--- src/rtl/data_mem_pkg.sv ---
// Shared definitions for the sized data memory.
// Provides access-size encodings, FSM state encodings and a helper that
// maps an access size to the number of bytes it touches.
package data_mem_pkg;

  typedef enum logic [1:0] {
    SZ_BYTE = 2'b00,
    SZ_HALF = 2'b01,
    SZ_WORD = 2'b10,
    SZ_RSVD = 2'b11
  } size_e;

  typedef enum logic {
    IDLE = 1'b0,
    BUSY = 1'b1
  } state_e;

  // Bytes covered by an access; the reserved size reports 4 so the
  // range check stays conservative (it is flagged as an error anyway).
  function automatic logic [2:0] access_bytes(input logic [1:0] size);
    logic [2:0] n;
    case (size)
      SZ_BYTE: n = 3'd1;
      SZ_HALF: n = 3'd2;
      SZ_WORD: n = 3'd4;
      default: n = 3'd4;
    endcase
    return n;
  endfunction

endpackage

--- src/rtl/mem_lane_align.sv ---
// Combinational lane steering for the sized data memory.
// Ports:
//   size_i      access size (byte/half/word/reserved)
//   unsigned_i  1 = zero-extend loads, 0 = sign-extend
//   off_i       byte offset within the addressed 32-bit word
//   rword_i     raw 32-bit memory word containing the access
//   be_o        per-byte write enables for stores
//   misalign_o  half not on an even address, or word not on a multiple of 4
//   rdata_o     extracted and extended load result
module mem_lane_align
  import data_mem_pkg::*;
(
  input  logic [1:0]  size_i,
  input  logic        unsigned_i,
  input  logic [1:0]  off_i,
  input  logic [31:0] rword_i,
  output logic [3:0]  be_o,
  output logic        misalign_o,
  output logic [31:0] rdata_o
);

  logic [31:0] shifted_s;
  logic        ext_s;

  // Decode byte enables, alignment and the load result for the access size.
  always_comb begin
    be_o       = 4'b0000;
    misalign_o = 1'b0;
    rdata_o    = 32'h0000_0000;
    ext_s      = 1'b0;
    // Move the addressed lane(s) down to bit 0 before extending.
    shifted_s  = rword_i >> {off_i, 3'b000};
    case (size_i)
      SZ_BYTE: begin
        be_o    = 4'b0001 << off_i;
        ext_s   = ~unsigned_i & shifted_s[7];
        rdata_o = {{24{ext_s}}, shifted_s[7:0]};
      end
      SZ_HALF: begin
        be_o       = 4'b0011 << off_i;
        misalign_o = off_i[0];
        ext_s      = ~unsigned_i & shifted_s[15];
        rdata_o    = {{16{ext_s}}, shifted_s[15:0]};
      end
      SZ_WORD: begin
        be_o       = 4'b1111;
        misalign_o = (off_i != 2'b00);
        rdata_o    = rword_i;
      end
      default: begin
        be_o       = 4'b0000;
        misalign_o = 1'b0;
        rdata_o    = 32'h0000_0000;
      end
    endcase
  end

endmodule

--- src/rtl/data_mem_sized.sv ---
// Byte-addressed little-endian data memory for the MEM stage with a
// req/ready/valid handshake and a fixed access latency.
// Ports:
//   clk_i, rst_i       clock and synchronous active-high reset
//   req_i / ready_o    request strobe; accepted when both high at a rising edge
//   we_i               1 = store, 0 = load
//   size_i             00 byte, 01 half, 10 word, 11 reserved
//   unsigned_i         zero-extend (1) or sign-extend (0) loads
//   addr_i, data_i     byte address and store data
//   valid_o            one-cycle completion pulse
//   err_o              misaligned / out-of-range / reserved-size flag, with valid_o
//   data_o             load result, held until the next load or error completion
module data_mem_sized
  import data_mem_pkg::*;
#(
  parameter int unsigned DEPTH_BYTES = 32,
  parameter int unsigned ADDR_W      = 32,
  parameter int unsigned LATENCY     = 1
) (
  input  logic              clk_i,
  input  logic              rst_i,
  input  logic              req_i,
  output logic              ready_o,
  input  logic              we_i,
  input  logic [1:0]        size_i,
  input  logic              unsigned_i,
  input  logic [ADDR_W-1:0] addr_i,
  input  logic [31:0]       data_i,
  output logic              valid_o,
  output logic              err_o,
  output logic [31:0]       data_o
);

  localparam int unsigned IDX_W   = $clog2(DEPTH_BYTES);
  localparam int unsigned WORDS   = DEPTH_BYTES / 4;
  localparam int unsigned WIDX_W  = (IDX_W > 2) ? IDX_W - 2 : 1;
  localparam logic [3:0]  CNT_INIT = 4'(LATENCY - 1);

  // Storage is organised as 32-bit words so one lane-steered read serves
  // every aligned access; the memory itself is never cleared.
  logic [31:0] mem_q [WORDS];

  state_e            state_q, state_d;
  logic [3:0]        cnt_q;
  logic [ADDR_W-1:0] addr_q;
  logic [31:0]       wdata_q;
  logic [1:0]        size_q;
  logic              we_q;
  logic              uns_q;
  logic              valid_q;
  logic              err_q;
  logic [31:0]       data_q;

  logic              ready_s;
  logic              accept_s;
  logic              access_s;
  logic [WIDX_W-1:0] word_idx_s;
  logic [3:0]        be_s;
  logic              misalign_s;
  logic [31:0]       rdata_s;
  logic [31:0]       wlane_s;
  logic [ADDR_W:0]   limit_s;
  logic              oor_s;
  logic              err_s;

  if (IDX_W > 2) begin : g_widx
    assign word_idx_s = addr_q[IDX_W-1:2];
  end else begin : g_widx_single
    assign word_idx_s = 1'b0;
  end

  mem_lane_align u_align (
    .size_i     (size_q),
    .unsigned_i (uns_q),
    .off_i      (addr_q[1:0]),
    .rword_i    (mem_q[word_idx_s]),
    .be_o       (be_s),
    .misalign_o (misalign_s),
    .rdata_o    (rdata_s)
  );

  // Compare one bit wider than the address so a top-of-range address that
  // would wrap when adding the access size is still caught.
  assign limit_s  = (ADDR_W+1)'(DEPTH_BYTES) - (ADDR_W+1)'(access_bytes(size_q));
  assign oor_s    = ({1'b0, addr_q} > limit_s);
  assign err_s    = misalign_s | oor_s | (size_q == SZ_RSVD);
  assign wlane_s  = wdata_q << {addr_q[1:0], 3'b000};

  assign accept_s = req_i & ready_s;
  assign access_s = (state_q == BUSY) && (cnt_q == 4'd0);

  // State register.
  always_ff @(posedge clk_i) begin
    if (rst_i) begin
      state_q <= IDLE;
    end else begin
      state_q <= state_d;
    end
  end

  // Next-state logic: leave IDLE on accept, return when the counter expires.
  always_comb begin
    state_d = state_q;
    case (state_q)
      IDLE: begin
        if (req_i) state_d = BUSY;
        else       state_d = IDLE;
      end
      BUSY: begin
        if (cnt_q == 4'd0) state_d = IDLE;
        else               state_d = BUSY;
      end
      default: state_d = IDLE;
    endcase
  end

  // Output decode: ready only while idle.
  always_comb begin
    ready_s = 1'b0;
    case (state_q)
      IDLE:    ready_s = 1'b1;
      BUSY:    ready_s = 1'b0;
      default: ready_s = 1'b0;
    endcase
  end

  // Request capture, latency counter and registered completion outputs.
  always_ff @(posedge clk_i) begin
    if (rst_i) begin
      cnt_q   <= 4'd0;
      addr_q  <= '0;
      wdata_q <= 32'h0000_0000;
      size_q  <= 2'b00;
      we_q    <= 1'b0;
      uns_q   <= 1'b0;
      valid_q <= 1'b0;
      err_q   <= 1'b0;
      data_q  <= 32'h0000_0000;
    end else begin
      valid_q <= 1'b0;
      err_q   <= 1'b0;
      if (accept_s) begin
        addr_q  <= addr_i;
        wdata_q <= data_i;
        size_q  <= size_i;
        we_q    <= we_i;
        uns_q   <= unsigned_i;
        cnt_q   <= CNT_INIT;
      end else if ((state_q == BUSY) && (cnt_q != 4'd0)) begin
        cnt_q <= cnt_q - 4'd1;
      end
      if (access_s) begin
        valid_q <= 1'b1;
        err_q   <= err_s;
        // Errors clear the result; stores leave the last load result alone.
        if (err_s)      data_q <= 32'h0000_0000;
        else if (!we_q) data_q <= rdata_s;
      end
    end
  end

  // Byte-lane store commit; reset on the access edge suppresses the write.
  always_ff @(posedge clk_i) begin
    if (!rst_i && access_s && we_q && !err_s) begin
      for (int i = 0; i < 4; i++) begin
        if (be_s[i]) mem_q[word_idx_s][8*i +: 8] <= wlane_s[8*i +: 8];
      end
    end
  end

  assign ready_o = ready_s;
  assign valid_o = valid_q;
  assign err_o   = err_q;
  assign data_o  = data_q;

endmodule

--- config.mk ---
export PLATFORM = sky130hd
export DESIGN_NAME = data_mem_sized
export DESIGN_NICKNAME = d
export VERILOG_FILES = /design/src/rtl/data_mem_pkg.sv /design/src/rtl/mem_lane_align.sv /design/src/rtl/data_mem_sized.sv
export SDC_FILE = /design/constraint.sdc
export NUM_CORES = 1
export LEC_CHECK = 0
export ABC_AREA = 1
export ABC_CLOCK_PERIOD_IN_PS = 3200
export BUFFER_PORTS_ARGS = -buffer_cell sky130_fd_sc_hd__buf_2
export CORE_UTILIZATION = 39
export CTS_BUF_LIST = sky130_fd_sc_hd__clkbuf_8
export DETAILED_ROUTE_END_ITERATION = 10
export GPL_TIMING_DRIVEN = 0
export HOLD_SLACK_MARGIN = 0.1
export PLACE_DENSITY = 0.67
export SYNTH_ARGS = -nofsm -noshare
export SYNTH_HDL_FRONTEND = slang
export SYNTH_HIERARCHICAL = 1
export SYNTH_SLANG_ARGS = --single-unit
--- constraint.sdc ---
create_clock -name clk_i -period 3.2 [get_ports clk_i]
set_clock_uncertainty 0.05 [all_clocks]
set_input_delay 0.8 -clock clk_i [delete_from_list [all_inputs] [get_ports clk_i]]
set_output_delay 0.8 -clock clk_i [all_outputs]
set_load 0.005 [all_outputs]
; After elaboration in Yosys (flattened, before gate mapping)
; Memory sizes are Yosys's and may differ from the RTL's. A register that Yosys moved wholly into a read port is not among the register bits.
; Cells that the tools add are included.
[totals]
input_bits = 71
mem_count = 1
word_cells = 69
mem_bits_rw = 256
register_bits = 107
output_inout_bits = 35
[classes]
addsub = 2
order_cmp = 1
reduce_logical = 14
shift = 4
bitwise_logic = 8
n_mux = 25
eq_ne = 4
[mem_list]
columns = memory, words, width, read_ports, rd_ports_with_merged_regs, write_ports, line
row1 = mem_q, 8, 32, 1, 1, 1, data_mem_sized.sv:41  ; logic [31:0] mem_q [WORDS];
[ops]
columns = cell, count
row1 = 32-bit case mux with 3 select lines, 1
row2 = 32-bit two-way mux, 2
row3 = 32-bit by 33-bit > comparator with 1-bit output, 1
row4 = 32-bit by 5-bit << shifter with 32-bit output, 1
row5 = 32-bit by 5-bit >> shifter with 16-bit output, 1
row6 = 1-bit two-way mux, 15
row7 = 4-bit case mux with 3 select lines, 1
row8 = "6-bit by 3-bit subtractor with 7-bit output, first input constant", 1
row9 = 3-bit two-way mux, 2
row10 = 1-bit case mux with 2 select lines, 3
row11 = 3-bit case mux with 2 select lines, 1
row12 = 1-bit logical AND, 5
row13 = "2-bit equality test, second input constant", 2
row14 = 4-bit logical NOT, 1
row15 = 4-bit nonzero test, 1
row16 = 2-bit OR reduction, 2
row17 = "1-bit by 2-bit << shifter with 4-bit output, first input constant", 1
row18 = "2-bit by 2-bit << shifter with 4-bit output, first input constant", 1
row19 = "4-bit by 1-bit subtractor with 4-bit output, second input constant", 1
row20 = 1-bit AND, 3
row21 = 1-bit inverter, 3
row22 = "2-bit by 1-bit equality test with 1-bit output, second input constant", 1
row23 = 1-bit logical NOT, 2
row24 = 2-bit logical NOT, 1
row25 = 4 further kinds, 5

; Longest topological paths before layout
; Gate-level depths: netlist of the first run.
[logic_depth]
word_depth = 10
depth_mapped = 20
depth_no_buf = 17

; Hierarchy
; Netlist of the first run, hierarchy kept.
[modules_own_cells]
columns = mod, n_inst, area_each_um2, cells_per_inst, seq_area_each_um2
row1 = data_mem_sized, 1, 14996.9, 1459, 9889.5
row2 = mem_lane_align, 1, 1290.0, 266, 0.0

; Least setup slack after synthesis of the first run
; OpenSTA, ideal clock, no wires.
[synth_path]
path_type = register -> register
startpoint = register size_q[0]
endpoint = memory mem_q[7][10] (enable)
path_buffers = 2
arrival_ps = 2374
path_stages_with_launch = 16
setup_ps = 370
setup_slack_ps = 406
period_less_slack_ps = 2794
required_time_ps = 2780
cell_sequence = dfxtp_1 > inv_1 > ha_1 > clkbuf_1 > clkbuf_1 > nor2_1 > nor2_1 > nor2_1 > nand2_1 > nor2_1 > nand2_1 > nor2_4 > nand3_4 > nor2_2 > nand2_1 > nor2_1
[synth_between]
elab_cells_between_ends = 16
classes_between = 1 x add/sub / 1 x order compare / 3 x eq/ne / 6 x mux / 2 x bitwise / 3 x reduce/logical
[synth_lines]
columns = element, line
row1 = start: declaration, data_mem_sized.sv:47  ; logic [1:0] size_q;
row2 = start signal: assignment, data_mem_sized.sv:145  ; size_q <= size_i;
row3 = 2-bit equality test / 2-bit by 1-bit equality test with 1-bit output (equally long branches), mem_lane_align.sv:33  ; case (size_i)
row4 = 1-bit case mux with 2 select lines *, mem_lane_align.sv:33
row5 = named net misalign_s, data_mem_sized.sv:59  ; logic misalign_s;
row6 = 1-bit OR * (2 in a row), data_mem_sized.sv:86  ; assign err_s = misalign_s | oor_s | (size_q == SZ_RSVD);
row7 = 1-bit logical NOT *, data_mem_sized.sv:164  ; if (!rst_i && access_s && we_q && !err_s) begin
row8 = 1-bit logical AND *, data_mem_sized.sv:164
row9 = 1-bit two-way mux *, data_mem_sized.sv:164
row10 = 1-bit two-way mux (implied by the code) *, data_mem_sized.sv:166  ; if (be_s[i]) mem_q[word_idx_s][8*i +: 8] <= wlane_s[8*i +: 8];
row11 = end: declaration, data_mem_sized.sv:41
; The timed path passes the listed nets; every way through them passes the cells marked *.

==> results.sh, run 1 <==
export IMPL_status="finished, final reports clean"
export IMPL_syn_area_per_cell_um2=9.442
export IMPL_fin_crit_sh_pct=96.34
export IMPL_coreArea_um2=41020
export IMPL_crit_path_end_kind="register"
export IMPL_endpoint="data_o[0]$_SDFFE_PP0P_"
export IMPL_clockBufferDepth=3
export IMPL_tightest_slew_ns=1.077
export IMPL_cts_root_buf="clkbuf_8"
export IMPL_diodes=0
export IMPL_viasPerCell=5.324
export IMPL_finalHoldViolCount=0
export IMPL_hold_buffers=0
export IMPL_design_area_um2=19430
export IMPL_cp_max_fo=10
export IMPL_place_congestion=0.9087
export IMPL_required_ns=3.71
export IMPL_die_w_um=206.4
export IMPL_netlist_top_cells_count="nor2_1 (448), edfxtp_1 (256), o21ai_0 (222)"
export IMPL_synth_async_reset_ratio_pct=0
export IMPL_io_buffers=105
export IMPL_r2r_slack_ns=0.12
export IMPL_drive_gt1_share_pct=18.75
export IMPL_rows=74
export IMPL_final_util_pct=47.37
export IMPL_synth_top_area_cell="edfxtp_1"
export IMPL_place_area_um2=17480
export IMPL_hold_class="in2reg"
export IMPL_synth_area_um2=16290
export IMPL_numCtsBuffers=55
export IMPL_crit_arrival_ns=3.60
export IMPL_synth_warnings=6
export IMPL_die_h_um=206.4
export IMPL_synth_top_area_share_pct=47.20
export IMPL_final_nets=1991
export IMPL_powerDensity_nw_per_um2=548.2
export IMPL_vias=13250
export IMPL_ctsHtreeMaxLevel=2
export IMPL_wl_per_cell_um=18.70
export IMPL_grt_pass1_wl_mm=72.35
export IMPL_clkLatencyLatePin_ns=0.62
export IMPL_firstDrtPassIters=8
export IMPL_seq_area_frac_synth_pct=60.72
export IMPL_cts_sinks=366
export IMPL_rr_worst_depth=18
export IMPL_start_kind="register"
export IMPL_synthCells=1725
export IMPL_grt_usage_pct=22.30
export IMPL_fp_dieArea_um2=42580
export IMPL_finalMaxSlewViolations=0
export IMPL_syn_nets=1805
export IMPL_timing_final_crit_period_ns=3.083
export IMPL_clock_fmax_mhz=324.4
export IMPL_drc=0
export IMPL_grt_overflow_total=0
export IMPL_ir_drop_v=0.0003261
export IMPL_holdWs_ns=0.3314
export IMPL_drt_iter0_drc=1190
export IMPL_finalSetupViolations=0
export IMPL_power_mw=10.65
export IMPL_area_growth_pct=19.30
export IMPL_p_leak_nw=7.303
export IMPL_cts_tree="yes"
export IMPL_synth_edff_count=256
export IMPL_antenna_found_initial=0
export IMPL_worst_setup_path_type="reg2reg"
export IMPL_start_util_pct=39.71
export IMPL_synth_seq_cells=366
export IMPL_yosys_top_cells_area="edfxtp_1 (47%), dfxtp_1 (14%), nor2_1 (10%)"
export IMPL_postRouteAntennaNets=0
export IMPL_path_clk_slew_ns=0.06
export IMPL_grt_max_degree=16
export IMPL_cap_viol_max_count=0
export IMPL_synthFlopType="edfxtp_1"
export IMPL_dp_hpwl_mm=33.18
export IMPL_io_pins=106
export IMPL_reg2reg_to="data_o[0]$_SDFFE_PP0P_"
export IMPL_wirelength_mm=46.55
export IMPL_synth_most_common_cell="nor2_1"
export IMPL_grt_pass1_vias=13040
export IMPL_max_slew_margin_rel_pct=27.43
export IMPL_netlist_cell_type_count=42
## power by group
| part | switching (mW) | internal (mW) | leakage (nW) |
|---|---|---|---|
| sequential | 0.0775 | 5.26 | 3.20 |
| combinational | 1.16 | 0.498 | 3.51 |
| clock | 1.82 | 1.84 | 0.594 |
## final cells by class
cell class	count	area, um^2
Buffer	119	623.1
Sequential cell	366	9896
Fill cell	3789	21590
Clock buffer	58	798.3
Tap cell	532	665.6
Timing Repair Buffer	131	1033
Clock inverter	45	240.2
Inverter	74	285.3
Multi-Input combinational cell	1164	5888
## worst max-delay path, stage by stage, from the launching register on
cell and delay [ns]:
dfxtp_1 0.32, inv_2 0.05, buf_2 0.23, clkbuf_4 0.25
clkbuf_4 0.26, nor2_1 0.06, o22ai_1 0.19, nor2_1 0.06
a31oi_1 0.51, inv_1 0.15, nand2_1 0.10, o211ai_1 0.08
nand2_1 0.09, nand2_1 0.05, a21oi_1 0.16, nand3_1 0.10
nand3_1 0.15, nand2_1 0.06, nor2_1 0.09
## through the flow
stage	cells	setup slack (ns)	setup TNS, ns
floorplan	1725	0.4060	0
finish	2489	0.1172	0
global route	2489	-0.002912	-0.005561
detailed placement	2362	-0.8042	-171.58
global placement	2362	-0.7351	-158.75
CTS	2488	0.002576	0
## worst min path at each step
stage | cells after the start | slack [ns] | to | start
after floorplan | 2 | 0.38 | addr_q[27]$_SDFFE_PP0P_ | addr_q[27]$_SDFFE_PP0P_
after global placement | 2 | 0.40 | addr_q[27]$_SDFFE_PP0P_ | addr_q[27]$_SDFFE_PP0P_
after detailed placement | 2 | 0.41 | addr_q[27]$_SDFFE_PP0P_ | addr_q[27]$_SDFFE_PP0P_
after CTS | 2 | 0.29 | state_q$_SDFF_PP0_ | rst_i
after global routing | 2 | 0.31 | state_q$_SDFF_PP0_ | rst_i
final | 2 | 0.33 | state_q$_SDFF_PP0_ | rst_i
## cells by family after synthesis
| logic type | Yosys count | synth area share (%) |
|---|---|---|
| flip-flops | 366 | 60.72 |
| adder cells (fa/ha/maj) | 9 | 0.6914 |
| multiplexers | 2 | 0.1229 |
| other | 1 | 0.02302 |
| AO/OA/AOI/OAI | 419 | 13.87 |
| AND/OR/NAND/NOR | 732 | 19.11 |
| XOR/XNOR | 1 | 0.05379 |
| buffers and inverters | 195 | 5.408 |
## sequential cells by signal (all words and copies together), names as in the netlist, named ones only
signal   count
mem_q      256
addr_q      32
data_o      32
wdata_q     32
cnt_q        4
size_q       2
err_o        1
state_q      1
uns_q        1
valid_o      1
we_q         1
## metal layers
layer | track usage (%) | share of wire [%]
met5 | 0 | 0
met4 | 8.613 | 3.9
met3 | 4.494 | 8.4
met2 | 36.80 | 47
met1 | 28.71 | 41
## placed cells by master (no fill, tap or decap), types with 22 or more instances in the layout
cell type  count
nand2_1      179
dfxtp_1      107
a21oi_1      100
buf_12        26
nor2_4        34
clkbuf_1      54
buf_2        128
clkbuf_8      58
nand3_1       54
nand3_2       31
inv_1         84
o21ai_0      222
edfxtp_1     256
o22ai_1       34
a31oi_1       22
nor2_1       416
## timing repair
item / in CTS / in global routing
setup endpoints to repair: 257 / 288
gates resized for setup: 76 / 53
setup buffers: 24 / 2
pin swaps: 24 / 2
hold endpoints to repair: 0 / 0
(Power assumes the default switching activity.)
==> run 2, diff against run 1 <==
--- a/config.mk
+++ b/config.mk
@@ -6,14 +6,15 @@
 export NUM_CORES = 1
 export LEC_CHECK = 0
 export ABC_AREA = 1
-export ABC_CLOCK_PERIOD_IN_PS = 3200
+export ABC_CLOCK_PERIOD_IN_PS = 3500
 export BUFFER_PORTS_ARGS = -buffer_cell sky130_fd_sc_hd__buf_2
-export CORE_UTILIZATION = 39
+export CORE_MARGIN = 3
+export CORE_UTILIZATION = 40
 export CTS_BUF_LIST = sky130_fd_sc_hd__clkbuf_8
 export DETAILED_ROUTE_END_ITERATION = 10
 export GPL_TIMING_DRIVEN = 0
 export HOLD_SLACK_MARGIN = 0.1
-export PLACE_DENSITY = 0.67
+export PLACE_DENSITY = 0.69
 export SYNTH_ARGS = -nofsm -noshare
 export SYNTH_HDL_FRONTEND = slang
 export SYNTH_HIERARCHICAL = 1
==> constraint.sdc (replaced) <==
create_clock -name clk_i -period 3.5 [get_ports clk_i]
set_clock_uncertainty 0.05 [all_clocks]
set_input_delay 0.875 -clock clk_i [delete_from_list [all_inputs] [get_ports clk_i]]
set_output_delay 0.875 -clock clk_i [all_outputs]
set_load 0.005 [all_outputs]
==> run 2 against run 1 <==
Against the previous run:
- non-clock buffer count decreased by 3
- combinational power decreased by 11%
- utilization increased by 1.0 points
- global-route usage decreased by 1.8 points
- register-to-register slack improved by 0.08 ns
- critical path depth decreased by 1
- fmax decreased by 6.6%
- die area increased by 1.4%
- highest routed layer unchanged
==> results.sh, run 2 (synthesized netlist as in run 1, its figures left out) <==
export IMPL_clockBufferDepth=3
export IMPL_holdWs_ns=0.4100
export IMPL_ff_latch_area_um2=9892
export IMPL_grt_pass1_vias=12800
export IMPL_firstDrtPassIters=5
export IMPL_hold_class="in2reg"
export IMPL_place_area_um2=17470
export IMPL_io_pins=106
export IMPL_fp_dieArea_um2=43170
export IMPL_power_mw=10.08
export IMPL_final_nets=1988
export IMPL_multiInputGateArea_um2=5803
export IMPL_io_buffers=105
export IMPL_area_growth_pct=18.86
export IMPL_n_fill_cell=3713
export IMPL_largest_register_ffs=256
export IMPL_required_ns=4.00
export IMPL_p_leak_nw=7.290
export IMPL_cts_root_buf="clkbuf_8"
export IMPL_tightest_slew_ns=1.075
export IMPL_design_area_um2=19360
export IMPL_finalMaxSlewViolations=0
export IMPL_die_w_um=207.8
export IMPL_drt_iter0_drc=1240
export IMPL_grt_pass1_wl_mm=70.43
export IMPL_path_clk_slew_ns=0.07
export IMPL_status="finished, final reports clean"
export IMPL_fin_crit_sh_pct=94.29
export IMPL_viasPerCell=5.356
export IMPL_dp_slack_ns=-0.5657
export IMPL_finalSetupViolations=0
export IMPL_clkLatencyLatePin_ns=0.62
export IMPL_layout_common_cells="nor2_1 (416), edfxtp_1 (256), o21ai_0 (222)"
export IMPL_clock_fmax_mhz=303.0
export IMPL_start_kind="register"
export IMPL_dp_hpwl_mm=32.77
export IMPL_grt_setup_unrepaired="no"
export IMPL_cts_tree="yes"
export IMPL_timing_final_crit_period_ns=3.300
export IMPL_crit_path_end_kind="register"
export IMPL_diodes=0
export IMPL_place_congestion=0.9198
export IMPL_start_util_pct=40.71
export IMPL_postRouteAntennaNets=0
export IMPL_max_slew_margin_rel_pct=27.58
export IMPL_finalHoldViolCount=0
export IMPL_rows=73
export IMPL_antenna_found_initial=0
export IMPL_cp_max_fo=10
export IMPL_cap_viol_max_count=0
export IMPL_drive_gt1_share_pct=17.96
export IMPL_regMostFlops="mem_q"
export IMPL_numCtsBuffers=55
export IMPL_cts_sinks=366
export IMPL_wl_per_cell_um=18.50
export IMPL_grt_overflow_total=0
export IMPL_powerDensity_nw_per_um2=520.5
export IMPL_slowest_stage="clkbuf_1"
export IMPL_die_h_um=207.8
export IMPL_cp_cell_sequence="buf_2 > clkbuf_1 > o21ai_0 > o22ai_1 > nor2_1 > a31oi_1 > inv_1 > nand2_1 > nand3_4 > nand2_4 > nand3b_4 > buf_6 > a21oi_2 > nand3_1 > nand3_2 > nand2_1 > nor2_1"
export IMPL_grt_usage_pct=20.50
export IMPL_crit_arrival_ns=3.80
export IMPL_layout_commonest_cell="nor2_1"
export IMPL_ctsHtreeMaxLevel=2
export IMPL_worst_setup_path_type="reg2reg"
export IMPL_setup_slack_ns=0.2000
export IMPL_min_delay_start="rst_i"
export IMPL_grt_max_degree=15
export IMPL_ir_drop_v=0.0003369
export IMPL_coreArea_um2=40010
export IMPL_fin_setup_tns_ns=0
export IMPL_wirelength_mm=45.86
export IMPL_slowest_delay_ns=0.50
export IMPL_drc=0
export IMPL_vias=13280
[run 2: changes by cell type in the layout (fill, tap and decap cells not counted), sizes merged]
cell	before	now
clkinv	25	13
buf	173	178
clkbuf	135	140
bufinv	2	3
inv	91	89
[run 2: cell type report]
class                   count  area share, %
plain buffers             119          3.044
clock buffers              71          5.048
clock inverters            32          1.131
inverters                  74          1.474
multi-input cells        1164          29.98
flip-flops and latches    366          51.10
well taps                 525          3.393
repair buffers            128          4.835
[run 2: power by group]
part | internal [mW] | total [mW] | switching, mW
clock | 2.04 | 3.72 | 1.67
combinational | 0.440 | 1.48 | 1.04
sequential | 4.81 | 4.88 | 0.0730
[run 2: final timing paths]
kind | slack [ns] | cells after the start | to
worst min register to register | 0.42 | 2 | addr_q[27]$_SDFFE_PP0P_
worst min-delay path | 0.41 | 2 | state_q$_SDFF_PP0_
worst max register to register | 0.20 | 17 | data_o[22]$_SDFFE_PP0P_
worst max-delay path | 0.20 | 17 | data_o[22]$_SDFFE_PP0P_
[run 2: worst max-delay path, delay by kind of cell, from the launching register on]
kind	cells	cell delay, ns
compound gates	4	1.00
buf+inv	4	1.01
flops	1	0.35
simple gates	9	0.82
[run 2: per-stage QoR]
step	instances	utilization [%]
floorplan	1725	-
global placement	2355	43.67
detailed placement	2355	43.67
CTS	2478	48.22
global route	2479	48.39
finish	2479	48.39
[run 2: layer usage]
layer | vias up | track usage, % | routed length (um)
met4 | 0 | 8.486 | 1882
li1 | 6283 | - | -
met5 | - | 0 | 0
met3 | 112 | 3.249 | 3751
met1 | 6266 | 27.30 | 19100
met2 | 617 | 33.55 | 21130
[run 2: what timing repair did]
item                                    in CTS  in global routing
endpoints found under the hold margin        0                  0
hold buffers                                 0                  0
setup buffers                               20                  3
resized for setup                           73                  5
pin swaps                                   18                  4
gates cloned                                 0                  0
endpoints found under the setup margin     256                277
